File: src/rtl/program_loader_pkg.sv
// Constants shared by the program loader and the debug unit.
package program_loader_pkg;

  localparam logic [1:0] ST_IDLE  = 2'b00;
  localparam logic [1:0] ST_LOAD  = 2'b01;
  localparam logic [1:0] ST_DONE  = 2'b10;
  localparam logic [1:0] ST_ERROR = 2'b11;

  localparam logic [31:0]  HALT_INSTR      = 32'hFFFF_FFFF;
  localparam int unsigned  BYTES_PER_INSTR = 4;

endpackage

File: src/rtl/loader_word_assembler.sv
// Big-endian byte-to-word assembler; flags a word-aligned HALT as its last byte arrives.
module loader_word_assembler #(
  parameter int unsigned                      MEMORY_WIDTH   = 8,
  parameter int unsigned                      NB_INSTRUCTION = 32,
  parameter logic [NB_INSTRUCTION-1:0]        HALT_WORD      = '1
) (
  input  logic                    clock_i,
  input  logic                    reset_i,
  input  logic                    clear_i,
  input  logic                    shift_i,
  input  logic [MEMORY_WIDTH-1:0] byte_i,
  output logic                    is_halt_c_o
);
  import program_loader_pkg::*;

  localparam int unsigned SH_W   = NB_INSTRUCTION - MEMORY_WIDTH;
  localparam int unsigned LANE_W = $clog2(BYTES_PER_INSTR);

  logic [SH_W-1:0]   shift_q, shift_d;
  logic [LANE_W-1:0] lane_q, lane_d;

  always_comb begin
    shift_d = shift_q;
    lane_d  = lane_q;
    if (clear_i) begin
      shift_d = '0;
      lane_d  = '0;
    end else if (shift_i) begin
      shift_d = {shift_q[SH_W-MEMORY_WIDTH-1:0], byte_i};
      lane_d  = lane_q + LANE_W'(1);
    end
  end

  always_ff @(posedge clock_i or posedge reset_i) begin
    if (reset_i) begin
      shift_q <= '0;
      lane_q  <= '0;
    end else begin
      shift_q <= shift_d;
      lane_q  <= lane_d;
    end
  end

  // Only the last lane of a word can complete a HALT; straddling patterns never match.
  assign is_halt_c_o = (lane_q == LANE_W'(BYTES_PER_INSTR - 1)) &&
                       ({shift_q, byte_i} == HALT_WORD);

endmodule

File: src/rtl/program_loader.sv
// Streams UART bytes into instruction memory until a word-aligned HALT or overflow.
module program_loader #(
  parameter int unsigned               MEMORY_WIDTH   = 8,
  parameter int unsigned               MEMORY_DEPTH   = 64,
  parameter int unsigned               NB_ADDR        = 32,
  parameter int unsigned               NB_INSTRUCTION = 32,
  parameter logic [NB_INSTRUCTION-1:0] HALT_INSTR     = program_loader_pkg::HALT_INSTR
) (
  input  logic                    i_clock,
  input  logic                    i_reset,
  input  logic                    i_start_load,
  input  logic                    i_rx_done,
  input  logic [MEMORY_WIDTH-1:0] i_rx_data,
  output logic                    o_write_enable,
  output logic [MEMORY_WIDTH-1:0] o_write_data,
  output logic [NB_ADDR-1:0]      o_write_addr,
  output logic                    o_busy,
  output logic                    o_load_done,
  output logic                    o_error
);
  import program_loader_pkg::*;

  localparam int unsigned CNT_W = $clog2(MEMORY_DEPTH) + 1;

  logic [1:0]              state_q, state_d;
  logic [CNT_W-1:0]        cnt_q, cnt_d;
  logic                    we_q, we_d;
  logic [MEMORY_WIDTH-1:0] wdata_q, wdata_d;
  logic [NB_ADDR-1:0]      waddr_q, waddr_d;
  logic                    busy_q, busy_d;
  logic                    done_q, done_d;
  logic                    err_q, err_d;
  logic                    asm_clear, asm_shift, is_halt_c;

  loader_word_assembler #(
    .MEMORY_WIDTH   (MEMORY_WIDTH),
    .NB_INSTRUCTION (NB_INSTRUCTION),
    .HALT_WORD      (HALT_INSTR)
  ) u_word_assembler (
    .clock_i     (i_clock),
    .reset_i     (i_reset),
    .clear_i     (asm_clear),
    .shift_i     (asm_shift),
    .byte_i      (i_rx_data),
    .is_halt_c_o (is_halt_c)
  );

  always_comb begin
    state_d   = state_q;
    cnt_d     = cnt_q;
    we_d      = 1'b0;
    wdata_d   = wdata_q;
    waddr_d   = waddr_q;
    asm_clear = 1'b0;
    asm_shift = 1'b0;
    case (state_q)
      ST_LOAD: begin
        if (i_rx_done) begin
          if (cnt_q < CNT_W'(MEMORY_DEPTH)) begin
            we_d      = 1'b1;
            wdata_d   = i_rx_data;
            waddr_d   = NB_ADDR'(cnt_q);
            cnt_d     = cnt_q + CNT_W'(1);
            asm_shift = 1'b1;
            if (is_halt_c) state_d = ST_DONE;
          end else begin
            state_d = ST_ERROR;
          end
        end
      end
      // IDLE, DONE and ERROR drop bytes and restart a fresh load on request.
      default: begin
        if (i_start_load) begin
          state_d   = ST_LOAD;
          cnt_d     = '0;
          asm_clear = 1'b1;
        end
      end
    endcase
    busy_d = (state_d == ST_LOAD);
    done_d = (state_d == ST_DONE);
    err_d  = (state_d == ST_ERROR);
  end

  always_ff @(posedge i_clock or posedge i_reset) begin
    if (i_reset) begin
      state_q <= ST_IDLE;
      cnt_q   <= '0;
      we_q    <= 1'b0;
      wdata_q <= '0;
      waddr_q <= '0;
      busy_q  <= 1'b0;
      done_q  <= 1'b0;
      err_q   <= 1'b0;
    end else begin
      state_q <= state_d;
      cnt_q   <= cnt_d;
      we_q    <= we_d;
      wdata_q <= wdata_d;
      waddr_q <= waddr_d;
      busy_q  <= busy_d;
      done_q  <= done_d;
      err_q   <= err_d;
    end
  end

  assign o_write_enable = we_q;
  assign o_write_data   = wdata_q;
  assign o_write_addr   = waddr_q;
  assign o_busy         = busy_q;
  assign o_load_done    = done_q;
  assign o_error        = err_q;

endmodule
File: config.mk
export PLATFORM = sky130hd
export DESIGN_NAME = program_loader
export DESIGN_NICKNAME = d
export VERILOG_FILES = /design/src/rtl/program_loader_pkg.sv /design/src/rtl/loader_word_assembler.sv /design/src/rtl/program_loader.sv
export SDC_FILE = /design/constraint.sdc
export NUM_CORES = 1
export LEC_CHECK = 0
export CAP_MARGIN = 10
export CORE_MARGIN = 3
export CORE_UTILIZATION = 50
export DETAILED_ROUTE_END_ITERATION = 10
export PLACE_DENSITY = 0.88
export SLEW_MARGIN = 15
export SYNTH_ARGS = -nofsm -noshare
export SYNTH_HDL_FRONTEND = slang
export SYNTH_SLANG_ARGS = --single-unit
File: constraint.sdc
create_clock -name i_clock -period 2.4 [get_ports i_clock]
set_input_delay 0.36 -clock i_clock [delete_from_list [all_inputs] [get_ports i_clock]]
set_output_delay 0.36 -clock i_clock [all_outputs]
set_load 0.05 [all_outputs]
# Word level (Yosys, flattened, before mapping)
# Cells that the tools add are included.
[totals]
regBits = 54
inputBits = 12
[classes]
addsub = 2
magnitude_cmp = 1
eq_ne = 8
muxes = 18
reduce_logical = 5
[op_table]
columns = ["op", "n"]
rows = [
  ["$mux W24", 2],
  ["$eq A32 B32 Y1 const B", 1],
  ["$mux W7", 4],
  ["$mux W2", 7],
  ["$add A7 B1 Y7 const B", 1],
  ["$lt A7 B7 Y1 const B", 1],
  ["$eq A2 B2 Y1 const B", 3],
  ["$reduce_and A3 Y1", 2],
  ["$mux W1", 5],
  ["$eq A2 B1 Y1 const B", 2],
  ["$ne A2 B2 Y1 const B", 2],
  ["$reduce_bool A2 Y1", 2],
  ["$add A2 B1 Y2 const B", 1],
  ["$logic_and A1 B1 Y1", 1],
]

# Depth between registers and ports, before layout
# Gate-level depths: netlist (run 1).
[depth]
depth_word = 7
ltp_mapped = 7
mapped_depth_nobuf = 5

# Modules after synthesis
# A second synthesis (run 1) with hierarchy kept.
[unflattened]
cells_unflattened = 237
hier_area_um2 = 2466.1
[by_module_without_submodules]
columns = ["mod", "n_inst", "cells_each", "area_each_um2"]
rows = [
  ["program_loader", 1, 139, 1333.8],
  ["loader_word_assembler", 1, 98, 1132.3],
]

# Worst setup path before layout (run 1)
# OpenSTA, ideal clock, no wires.
[synth_path]
path_kind = "register to register"
startpoint = "register state_q[1]"
endpoint = "register cnt_q[4]"
setup_time_ns = 0.132
arrival_time_ns = 1.178
t_required_ns = 2.268
setup_slack_ns = 1.090
path_stages_with_launch = 8
period_less_slack_ns = 1.310
path_cell_list = "dfrtp_1 nand4bb_1 buf_6 inv_4 buf_8 nand4_2 xor2_1 nor2_1"
[synth_via]
elab_chain_cells = 3
[synth_rtl]
columns = ["element", "line", "source"]
rows = [
  ["start: declaration", "program_loader.sv:25", "logic [1:0] state_q, state_d;"],
  ["start signal: assignment", "program_loader.sv:96", "state_q <= state_d;"],
  ["$eq A2 B1 Y1 *", "program_loader.sv:56", "case (state_q)"],
  ["$ne A2 B2 Y1 (no line) / $reduce_bool A2 Y1 (equally long branches)", "n/a", ""],
  ["$reduce_and A3 Y1 (no line)", "n/a", ""],
  ["end signal: assignment", "program_loader.sv:97", "cnt_q <= cnt_d;"],
  ["end: declaration", "program_loader.sv:26", "logic [CNT_W-1:0] cnt_q, cnt_d;"],
]
# Mark *: on every way between the ends. The rest lies on a longest branch, timed or not.
# A chain may end at the register's enable or synchronous reset.

# Worst setup path after layout (run 1)
[layout_path]
startpoint = "register wdata_q[2] (netlist: o_write_data[2])"
endpoint = "output port o_write_data[2]"
[layout_rtl]
columns = ["element", "line", "source"]
rows = [
  ["start: declaration", "program_loader.sv:28", "logic [MEMORY_WIDTH-1:0] wdata_q, wdata_d;"],
  ["start signal: assignment", "program_loader.sv:99", "wdata_q <= wdata_d;"],
  ["end: declaration", "program_loader.sv:15", "output logic [MEMORY_WIDTH-1:0] o_write_data,"],
]
# No word-level cell between the ends.

==> flow_metrics.tcl, run 1 <==
set metrics [dict create \
    status "finished clean" \
    fp.dieH_um 74.7 \
    grt_pass1_vias 1613 \
    power.total_mw 2.57 \
    drive_above_1_share_pct 6.25 \
    avgViaCountPerCell 5.36 \
    synth_ff_type "dfrtp_1" \
    dieArea_mm2 0.00558 \
    drt_iter0_markers 118 \
    fin_crit_sh_pct 77.2 \
    ys_warn_count 0 \
    path_class "reg2out" \
    cts_resized 0 \
    wirelength_um 4810 \
    netlist_instances 223 \
    cpPeakStageDelay_ns 0.81 \
    period_minus_slack_ns 1.85 \
    hold_buffers 0 \
    fmax_ghz 0.540 \
    hold_violations 0 \
    initial_core_util_pct 53.1 \
    synthArstFlopShare_pct 100 \
    first_pass_iters 4 \
    regArea_mm2 0.00135 \
    dp_slack_ns 0.405 \
    worst_ep_arrival_time_ns 1.49 \
    drv_slew 0 \
    track_usage_pct 18.8 \
    crit_fanout 2 \
    numClockSinks 54 \
    synth-edff-count 0 \
    fin_nets 269 \
    hold_path.class "in2async" \
    synth_top_family_by_area "simple AND/OR/NAND/NOR gates" \
    layout_setup_ws_ns 0.548 \
    cts_made_buffers 5 \
    setup_viol 0 \
    rsz0062_at_grt "no" \
    yosys.area.top_type "dfrtp_1" \
    gp_congestion 0.815 \
    ys_seq_elements 54 \
    rows 24 \
    antenna_found_initial 0 \
    h-tree-depth 2 \
    post-cts-setup-buffer-count 0 \
    cts_buffer_depth 2 \
    critical_path.slowest_cell "clkdlybuf4s50_1" \
    finalSetupTns_ns 0 \
    ios 56 \
    clk_latency_ns 0.31 \
    p_leak_nw 1.31 \
    cap_viol_max_count 0 \
    synth_fa_ha_area_share_pct 1.06 \
    final_common_cell "nand2_1" \
    power_density_mw_per_mm2 956 \
    vias 1650 \
    mostFrequentLayoutCells "58 x nand2_1, 54 x dfrtp_1, 30 x clkdlybuf4s50_1, 25 x conb_1, 18 x a22o_1" \
    core-area_mm2 0.00444 \
    synth_cell_types 33 \
    routedWlPerCell_um 15.6 \
    diodes 0 \
    ys_seq_area_share_pct 57.3 \
    synthXorXnorAreaFrac_pct 1.11 \
    area_delta_synth_final_pct 14.1 \
    cts_tree "yes" \
    synth_top_area_share_pct 57.3 \
    multiInputGateArea_um2 808 \
    holdWs_ns 0.402 \
    cp_top_family "buffers and inverters" \
    nFillCells 358 \
    drc 0 \
    skew_ns 0.00472 \
    crit_path_start_kind "flip-flop" \
    post-route-util_pct 60.6 \
    ir_drop_mv 0.721 \
    synth-simple-area-share_pct 16.4 \
    drtAntennaViolNets 0 \
    grt_pass1_wl_um 7870 \
    clockRootBuffer "clkbuf_8" \
    tightest_slew_ns 0.514 \
    path_buf_inv 1 \
    endpoint_kind "primary output" \
    synth-compound-area-share_pct 11.7 \
    crit_required_ns 2.04 \
    grt_max_degree 32 \
    netlist_top_cells_area "dfrtp_1 57%, nand2_1 9.2%, buf_4 8.6%" \
    path_clk_slew_ns 0.09 \
    overflow 0 \
    relSlewSlack_pct 65.4 \
    path_cells "clkdlybuf4s50_1" \
    portBuffers 30 \
    dieWidth_um 74.7 \
    avgSynthCellArea_um2 10.6 \
    syn-cell-area_mm2 0.00236 \
    hpwl_um 3370 \
    synthMuxAreaShare_pct 0 \
]
==> worst paths after layout <==
check                           startpoint                           end  slack, ns  cells after the start
max                        o_write_data[2]               o_write_data[2]       0.55                      1
max in group asynchronous          i_reset               o_write_data[2]       1.47                      3
min                                i_reset  u_word_assembler.shift_q[21]       0.40                      2
min in group i_clock       o_write_addr[3]               o_write_addr[3]       0.49                      2
min reg2reg                o_write_addr[3]               o_write_addr[3]       0.49                      2
max reg2reg                     state_q[1]   u_word_assembler.shift_q[0]       0.72                      5
==> routing by layer <==
layer | share of wire [%] | vias up | global-route usage, %
li1 | - | 771 | -
met1 | 43 | 817 | 26.4
met2 | 50 | 56 | 30.0
met3 | 5.9 | 6 | 3.34
met4 | 1.1 | 0 | 6.52
met5 | 0 | - | 0
==> flip-flops by register name (all words and copies together) (netlist names), 2 cells and up <==
register	flops
u_word_assembler.shift_q	24
state_q	2
o_write_addr	7
u_word_assembler.lane_q	2
cnt_q	7
o_write_data	8
==> metrics by stage <==
stage / cells / area (um2)
floorplan: 247 / 2450
global placement: 300 / 2600
detailed placement: 300 / 2600
CTS: 308 / 2690
global route: 308 / 2690
finish: 308 / 2690
==> where the power goes <==
group          internal, mW  switching, mW  leakage [nW]
clock network         0.239          0.293        0.0489
registers              1.10          0.159         0.670
logic                 0.268          0.514         0.587
total                  1.61          0.967          1.31
==> synth_stat cells, types with 2 or more instances <==
cell      count
o21ai_0       4
ha_1          2
inv_1         2
buf_4        27
a22o_1       18
a21oi_1       9
buf_6         4
nor2b_1       2
a31oi_1       2
nand2_1      58
dfrtp_1      54
nand3_1       2
clkbuf_1      2
xor2_1        3
nand4_1       8
and2_1        2
nor2_1        8
==> layout make-up <==
type / instances / share of cell area, %
clock buffer: 7 / 3.21
inverter: 3 / 0.511
sequential: 54 / 50.2
tap: 52 / 2.42
clock inverter: 1 / 0.325
multi-input combinational: 155 / 30.0
timing repair buffer: 36 / 13.3
==> logic make-up after synthesis <==
kind of cell | Yosys count
compound gates | 38
xor+xnor | 3
fa+ha+maj | 2
buf+inv | 38
flops | 54
other cells | 1
simple gates | 87
Power figures use the tool's default switching activity.
==> run 2: changes to the inputs <==
--- a/config.mk
+++ b/config.mk
@@ -7,9 +7,9 @@
 export LEC_CHECK = 0
 export CAP_MARGIN = 10
 export CORE_MARGIN = 3
-export CORE_UTILIZATION = 50
+export CORE_UTILIZATION = 44
 export DETAILED_ROUTE_END_ITERATION = 10
-export PLACE_DENSITY = 0.88
+export PLACE_DENSITY = 0.83
 export SLEW_MARGIN = 15
 export SYNTH_ARGS = -nofsm -noshare
 export SYNTH_HDL_FRONTEND = slang
==> constraint.sdc (replaced) <==
create_clock -name i_clock -period 1.55 [get_ports i_clock]
set_input_delay 0.2325 -clock i_clock [delete_from_list [all_inputs] [get_ports i_clock]]
set_output_delay 0.2325 -clock i_clock [all_outputs]
set_load 0.05 [all_outputs]
==> run 2 against run 1 <==
Hold slack got worse by 0.20 ns. Global-route usage decreased by 2.7 points. Register-to-register slack got worse by 0.60 ns. Clock skew increased by 0.00077 ns. Wire length decreased by 1.6%. Critical path depth increased by 4. Largest power group unchanged.
==> flow_metrics.tcl, run 2 (same netlist as run 1, synthesis figures left out) <==
set metrics [dict create \
    diodes 0 \
    path_cells "nand4bb_2 > inv_4 > buf_6 > nand2_1 > a21oi_1" \
    nFillCells 489 \
    worst_ep_arrival_time_ns 1.65 \
    top_layer "met4" \
    fin_nets 277 \
    finalSetupTns_ns 0 \
    drt_iter0_markers 148 \
    ios 56 \
    post-cts-setup-buffer-count 0 \
    skew_ns 0.00548 \
    endpoint_kind "flip-flop" \
    clk_latency_ns 0.30 \
    drtAntennaViolNets 0 \
    avgViaCountPerCell 4.98 \
    clockRootBuffer "clkbuf_8" \
    hold_path.class "in2async" \
    first_pass_iters 4 \
    path_clk_slew_ns 0.09 \
    fmax_ghz 0.700 \
    cpPeakStageDelay_ns 0.42 \
    numClockSinks 54 \
    cts_resized 0 \
    dieArea_mm2 0.00628 \
    wirelength_um 4730 \
    gp_congestion 0.826 \
    fin_crit_sh_pct 92.2 \
    h-tree-depth 2 \
    area_delta_synth_final_pct 17.5 \
    drive_above_1_share_pct 16.3 \
    cap_viol_max_count 0 \
    met1_length_um 2080 \
    power_density_mw_per_mm2 1470 \
    mostFrequentLayoutCells "58 x nand2_1, 54 x dfrtp_1, 29 x buf_4, 25 x conb_1, 18 x a22o_1" \
    cts_buffer_depth 2 \
    grt_pass1_wl_um 7810 \
    design_area_mm2 0.00277 \
    cts_tree "yes" \
    drc 0 \
    r2r.worst_path.cells 5 \
    detailroute.wirelength.met2_um 2290 \
    period_minus_slack_ns 1.43 \
    hold_violations 0 \
    routedWlPerCell_um 14.2 \
    regMostFlops "u_word_assembler.shift_q" \
    hpwl_um 3350 \
    setup_viol 0 \
    ir_drop_mv 0.854 \
    dpl_cell_area_mm2 0.00266 \
    crit_required_ns 1.78 \
    p_leak_nw 1.39 \
    fp.dieH_um 79.2 \
    post-route-util_pct 53.9 \
    grt_max_degree 27 \
    final_common_cell "nand2_1" \
    hold_buffers 0 \
    rsz0062_at_grt "no" \
    dieWidth_um 79.2 \
    track_usage_pct 16.1 \
    antenna_found_initial 0 \
    cts_made_buffers 5 \
    grt_pass1_vias 1575 \
    critical_path.slowest_cell "dfrtp_1" \
    crit_path_start_kind "flip-flop" \
    initial_core_util_pct 45.9 \
    wl_met3_um 297 \
    path_class "reg2reg" \
    rows 26 \
    status "finished clean" \
    largest_reg_flops 24 \
    portBuffers 30 \
    vias 1663 \
    core-area_mm2 0.00514 \
    crit_fanout 24 \
    overflow 0 \
    drv_slew 0 \
]
run 2: report_power, final:
part | switching (mW) | internal, mW | leakage (nW)
combinational | 0.789 | 0.412 | 0.663
sequential | 0.244 | 1.70 | 0.670
clock | 0.438 | 0.484 | 0.0524
total | 1.47 | 2.60 | 1.39
run 2: final timing paths:
path                       slack, ns            start                      endpoint
setup / recovery                0.12         cnt_q[6]   u_word_assembler.shift_q[2]
hold / removal                  0.20          i_reset  u_word_assembler.shift_q[11]
setup reg to reg                0.12         cnt_q[6]   u_word_assembler.shift_q[2]
hold reg to reg                 0.49  o_write_data[0]               o_write_data[0]
max in group asynchronous       0.91          i_reset                      cnt_q[2]
min in group i_clock            0.49  o_write_data[0]               o_write_data[0]
run 2: final cells by class:
class | instances | area, um2 | share of cell area (%)
Timing Repair Buffer | 44 | 399 | 14.4
Multi-Input combinational cell | 155 | 813 | 29.3
Clock inverter | 1 | 30.0 | 1.08
Tap cell | 70 | 87.6 | 3.16
Clock buffer | 7 | 76.3 | 2.75
Sequential cell | 54 | 1350 | 48.8
Inverter | 3 | 13.8 | 0.497
run 2: through the flow:
stage	hold slack, ns	total power [mW]	instances	worst slack (ns)
floorplan	0.356	2.86	247	0.00292
global placement	0.464	3.13	326	-0.168
detailed placement	0.465	3.17	326	-0.240
CTS	0.210	4.08	334	0.00335
global route	0.223	4.28	334	0.00957
finish	0.204	4.07	334	0.122
run 2: worst max-delay path, delay by kind of cell, from the launching register on:
kind / cells / cell delay [ns]
flip-flops: 1 / 0.42
AND/OR/NAND/NOR: 2 / 0.42
buffers and inverters: 2 / 0.35
AO/OA/AOI/OAI: 1 / 0.15
run 2: routing by layer:
metal	vias to the layer above	track usage, %
met1	823	22.2
met4	0	5.33
met3	5	3.85
li1	781	-
met5	-	0
met2	54	25.1
==> run 3: changes to the inputs <==
--- a/config.mk
+++ b/config.mk
@@ -5,11 +5,12 @@
 export SDC_FILE = /design/constraint.sdc
 export NUM_CORES = 1
 export LEC_CHECK = 0
+export ABC_AREA = 1
 export CAP_MARGIN = 10
 export CORE_MARGIN = 3
-export CORE_UTILIZATION = 44
+export CORE_UTILIZATION = 45
 export DETAILED_ROUTE_END_ITERATION = 10
-export PLACE_DENSITY = 0.83
+export PLACE_DENSITY = 0.84
 export SLEW_MARGIN = 15
 export SYNTH_ARGS = -nofsm -noshare
 export SYNTH_HDL_FRONTEND = slang
==> run 3 against run 2 <==
Core utilization is 3.0 points higher. Clock skew is 0.0034 ns higher. Area after synthesis up 1.7%. Maximum frequency is 2.9% higher. Hold slack gained 0.089 ns. Final cell count increased by 11%. Global-route usage is 0.63 points lower. Combinational power up 54%. Clock-buffer cell count rose by 1. Highest routed layer unchanged.
==> flow_metrics.tcl, run 3 <==
set metrics [dict create \
    synth_fa_ha_area_share_pct 1.04 \
    overflow 0 \
    worst_ep_arrival_time_ns 1.63 \
    track_usage_pct 15.5 \
    cts_buffer_depth 2 \
    diodes 0 \
    top_layer "met4" \
    rsz0062_at_grt "no" \
    post-route-util_pct 56.9 \
    crit_required_ns 1.79 \
    antenna_found_initial 0 \
    internal_power_mw 2.91 \
    fmax_ghz 0.720 \
    r2r_start "u_word_assembler.lane_q[0]" \
    dieWidth_um 79.0 \
    avgSynthCellArea_um2 9.02 \
    hold_violations 0 \
    grt_max_degree 55 \
    switching_share_pct 40.6 \
    synthXorXnorAreaFrac_pct 0 \
    multiInputGateArea_um2 756 \
    grt_pass1_wl_um 7620 \
    regMostFlops "u_word_assembler.shift_q" \
    p_leak_nw 1.43 \
    initial_core_util_pct 48.5 \
    crit_path_start_kind "flip-flop" \
    detailroute.wirelength.met2_um 2160 \
    netlist_instances 266 \
    period_minus_slack_ns 1.39 \
    synth_top_family_by_area "buffers and inverters" \
    ys_seq_elements 54 \
    crit_end "o_load_done" \
    hold_path.class "in2async" \
    synth_top_area_share_pct 56.3 \
    h-tree-depth 2 \
    clk_latency_ns 0.31 \
    dieArea_mm2 0.00624 \
    area_delta_synth_final_pct 17.2 \
    ir_drop_mv 0.703 \
    gp_congestion 0.857 \
    endpoint_kind "flip-flop" \
    cts_made_buffers 5 \
    layout_setup_ws_ns 0.162 \
    cap_viol_max_count 0 \
    yosys.area.top_type "dfrtp_1" \
    power_density_mw_per_mm2 1740 \
    hpwl_um 3290 \
    grt_pass1_vias 1686 \
    ios 56 \
    synthMuxAreaShare_pct 0 \
    status "finished clean" \
    core-area_mm2 0.00494 \
    synth_cell_types 22 \
    r2r.worst_path.cells 11 \
    vias 1781 \
    final_common_cell "dfrtp_1" \
    met1_length_um 2030 \
    power.total_mw 4.90 \
    synth_ff_type "dfrtp_1" \
    avgViaCountPerCell 4.81 \
    drtAntennaViolNets 0 \
    finalSetupTns_ns 0 \
    first_pass_iters 4 \
    portBuffers 30 \
    cts_tree "yes" \
    drive_above_1_share_pct 15.2 \
    drv_slew 0 \
    synth-simple-area-share_pct 14.7 \
    p_comb_share_pct 37.8 \
    synth.most_common_cell "dfrtp_1" \
    synth-edff-count 0 \
    fp.dieH_um 79.0 \
    regArea_mm2 0.00135 \
    dp_slack_ns -0.0586 \
    syn-cell-area_mm2 0.00240 \
    ys_seq_area_share_pct 56.3 \
    wl_met3_um 252 \
    skew_ns 0.00886 \
    setup_viol 0 \
    worstSetupStartpoint "u_word_assembler.lane_q[0]" \
    fin_crit_sh_pct 89.6 \
    mostFrequentLayoutCells "54 x dfrtp_1, 43 x inv_1, 42 x nand2_1, 26 x buf_4, 25 x conb_1" \
    seqPwrFrac_pct 44.3 \
    path_clk_slew_ns 0.09 \
    wirelength_um 4510 \
    rows 25 \
    numClockSinks 54 \
    rrSetupSlack_ns 0.16 \
    r2r-end "o_load_done" \
    clockRootBuffer "clkbuf_8" \
    crit_fanout 3 \
    synthArstFlopShare_pct 100 \
    nFillCells 429 \
    ys_top_cells_by_count "54 x dfrtp_1, 44 x inv_1, 43 x nand2_1" \
    synth-compound-area-share_pct 11.3 \
    netlist_top_cells_area "dfrtp_1 56%, buf_4 8.1%, inv_1 6.9%" \
    drc 0 \
    hold_buffers 0 \
    fin_nets 316 \
    clkPwrFrac_pct 18.0 \
    drt_iter0_markers 164 \
    routedWlPerCell_um 12.2 \
    power_switching_mw 1.99 \
    path_class "reg2reg" \
    ys_warn_count 0 \
    largest_reg_flops 24 \
]
-- run 3: cell count changes in the layout (fill, tap and decap cells not counted), moves of 9 or more --
| cell | change |
|---|---|
| o21ai_0 | +19 |
| inv_1 | +42 |
| a22o_1 | -18 |
| nor2_1 | +9 |
| o22ai_1 | +16 |
| nand2_1 | -16 |
-- run 3: cell families (layout without fill, tap and decap cells) --
logic type | count (synthesis) | after routing
adder cells (fa/ha/maj) | 2 | 2
flip-flops | 54 | 54
other | 1 | 25
AND/OR/NAND/NOR | 82 | 82
buffers and inverters | 78 | 91
AO/OA/AOI/OAI | 49 | 49
-- run 3: worst min-delay path by stage --
stage	endpoint	slack (ns)	startpoint
after global placement	u_word_assembler.lane_q[0]	0.46	u_word_assembler.lane_q[0]
after CTS	u_word_assembler.shift_q[22]	0.29	i_reset
after detailed placement	o_write_data[6]	0.48	o_write_data[6]
after global routing	u_word_assembler.shift_q[15]	0.33	i_reset
after floorplan	u_word_assembler.shift_q[0]	0.40	i_rx_data[0]
final	o_write_data[7]	0.29	i_reset
-- run 3: per-stage QoR --
stage	hold slack, ns	instances	instance area, um2
detailed placement	0.477	361	2680
finish	0.293	370	2810
floorplan	0.398	290	2490
CTS	0.293	369	2790
global route	0.334	370	2810
global placement	0.461	361	2680
-- run 3: area by class of cell --
class                      count  area share [%]
sequential                    54            48.1
multi-input combinational    158            26.9
timing repair buffer          39            12.3
inverter                      44            5.87
clock buffer                   8            3.92
tap                           67            2.98
-- run 3: metal layers --
metal	vias up	GRT usage, %
met5	-	0
met2	60	24.3
met1	844	20.9
met3	10	4.20
met4	0	5.15
li1	867	-
-- run 3: repair_timing --
item | in CTS | in global routing
resized for setup | 0 | 4
endpoints found under the setup margin | 0 | 4
hold endpoints to repair | 0 | 0
buffers inserted | 0 | 1
-- run 3: worst max-delay path, stage by stage (launching register included) --
cell and delay, ns:
dfrtp_1 0.38, ha_1 0.16, nand2_1 0.05, nor2_1 0.08, nand2_1 0.08, nor2_2 0.12
nand3_2 0.10, nand2_1 0.07, nand2_1 0.07, nand2_2 0.09, nand2_1 0.06, inv_1 0.06
-- run 3: power groups by stage --
stage | Sequential, mW | Clock [mW] | Combinational (mW)
2_1_floorplan | 2.63 | 0 | 0.891
3_3_place_gp | 2.16 | 0 | 1.79
3_5_place_dp | 2.20 | 0 | 1.84
4_1_cts | 2.17 | 0.905 | 1.85
5_1_grt | 2.24 | 0.965 | 2.03
6_report | 2.17 | 0.881 | 1.85
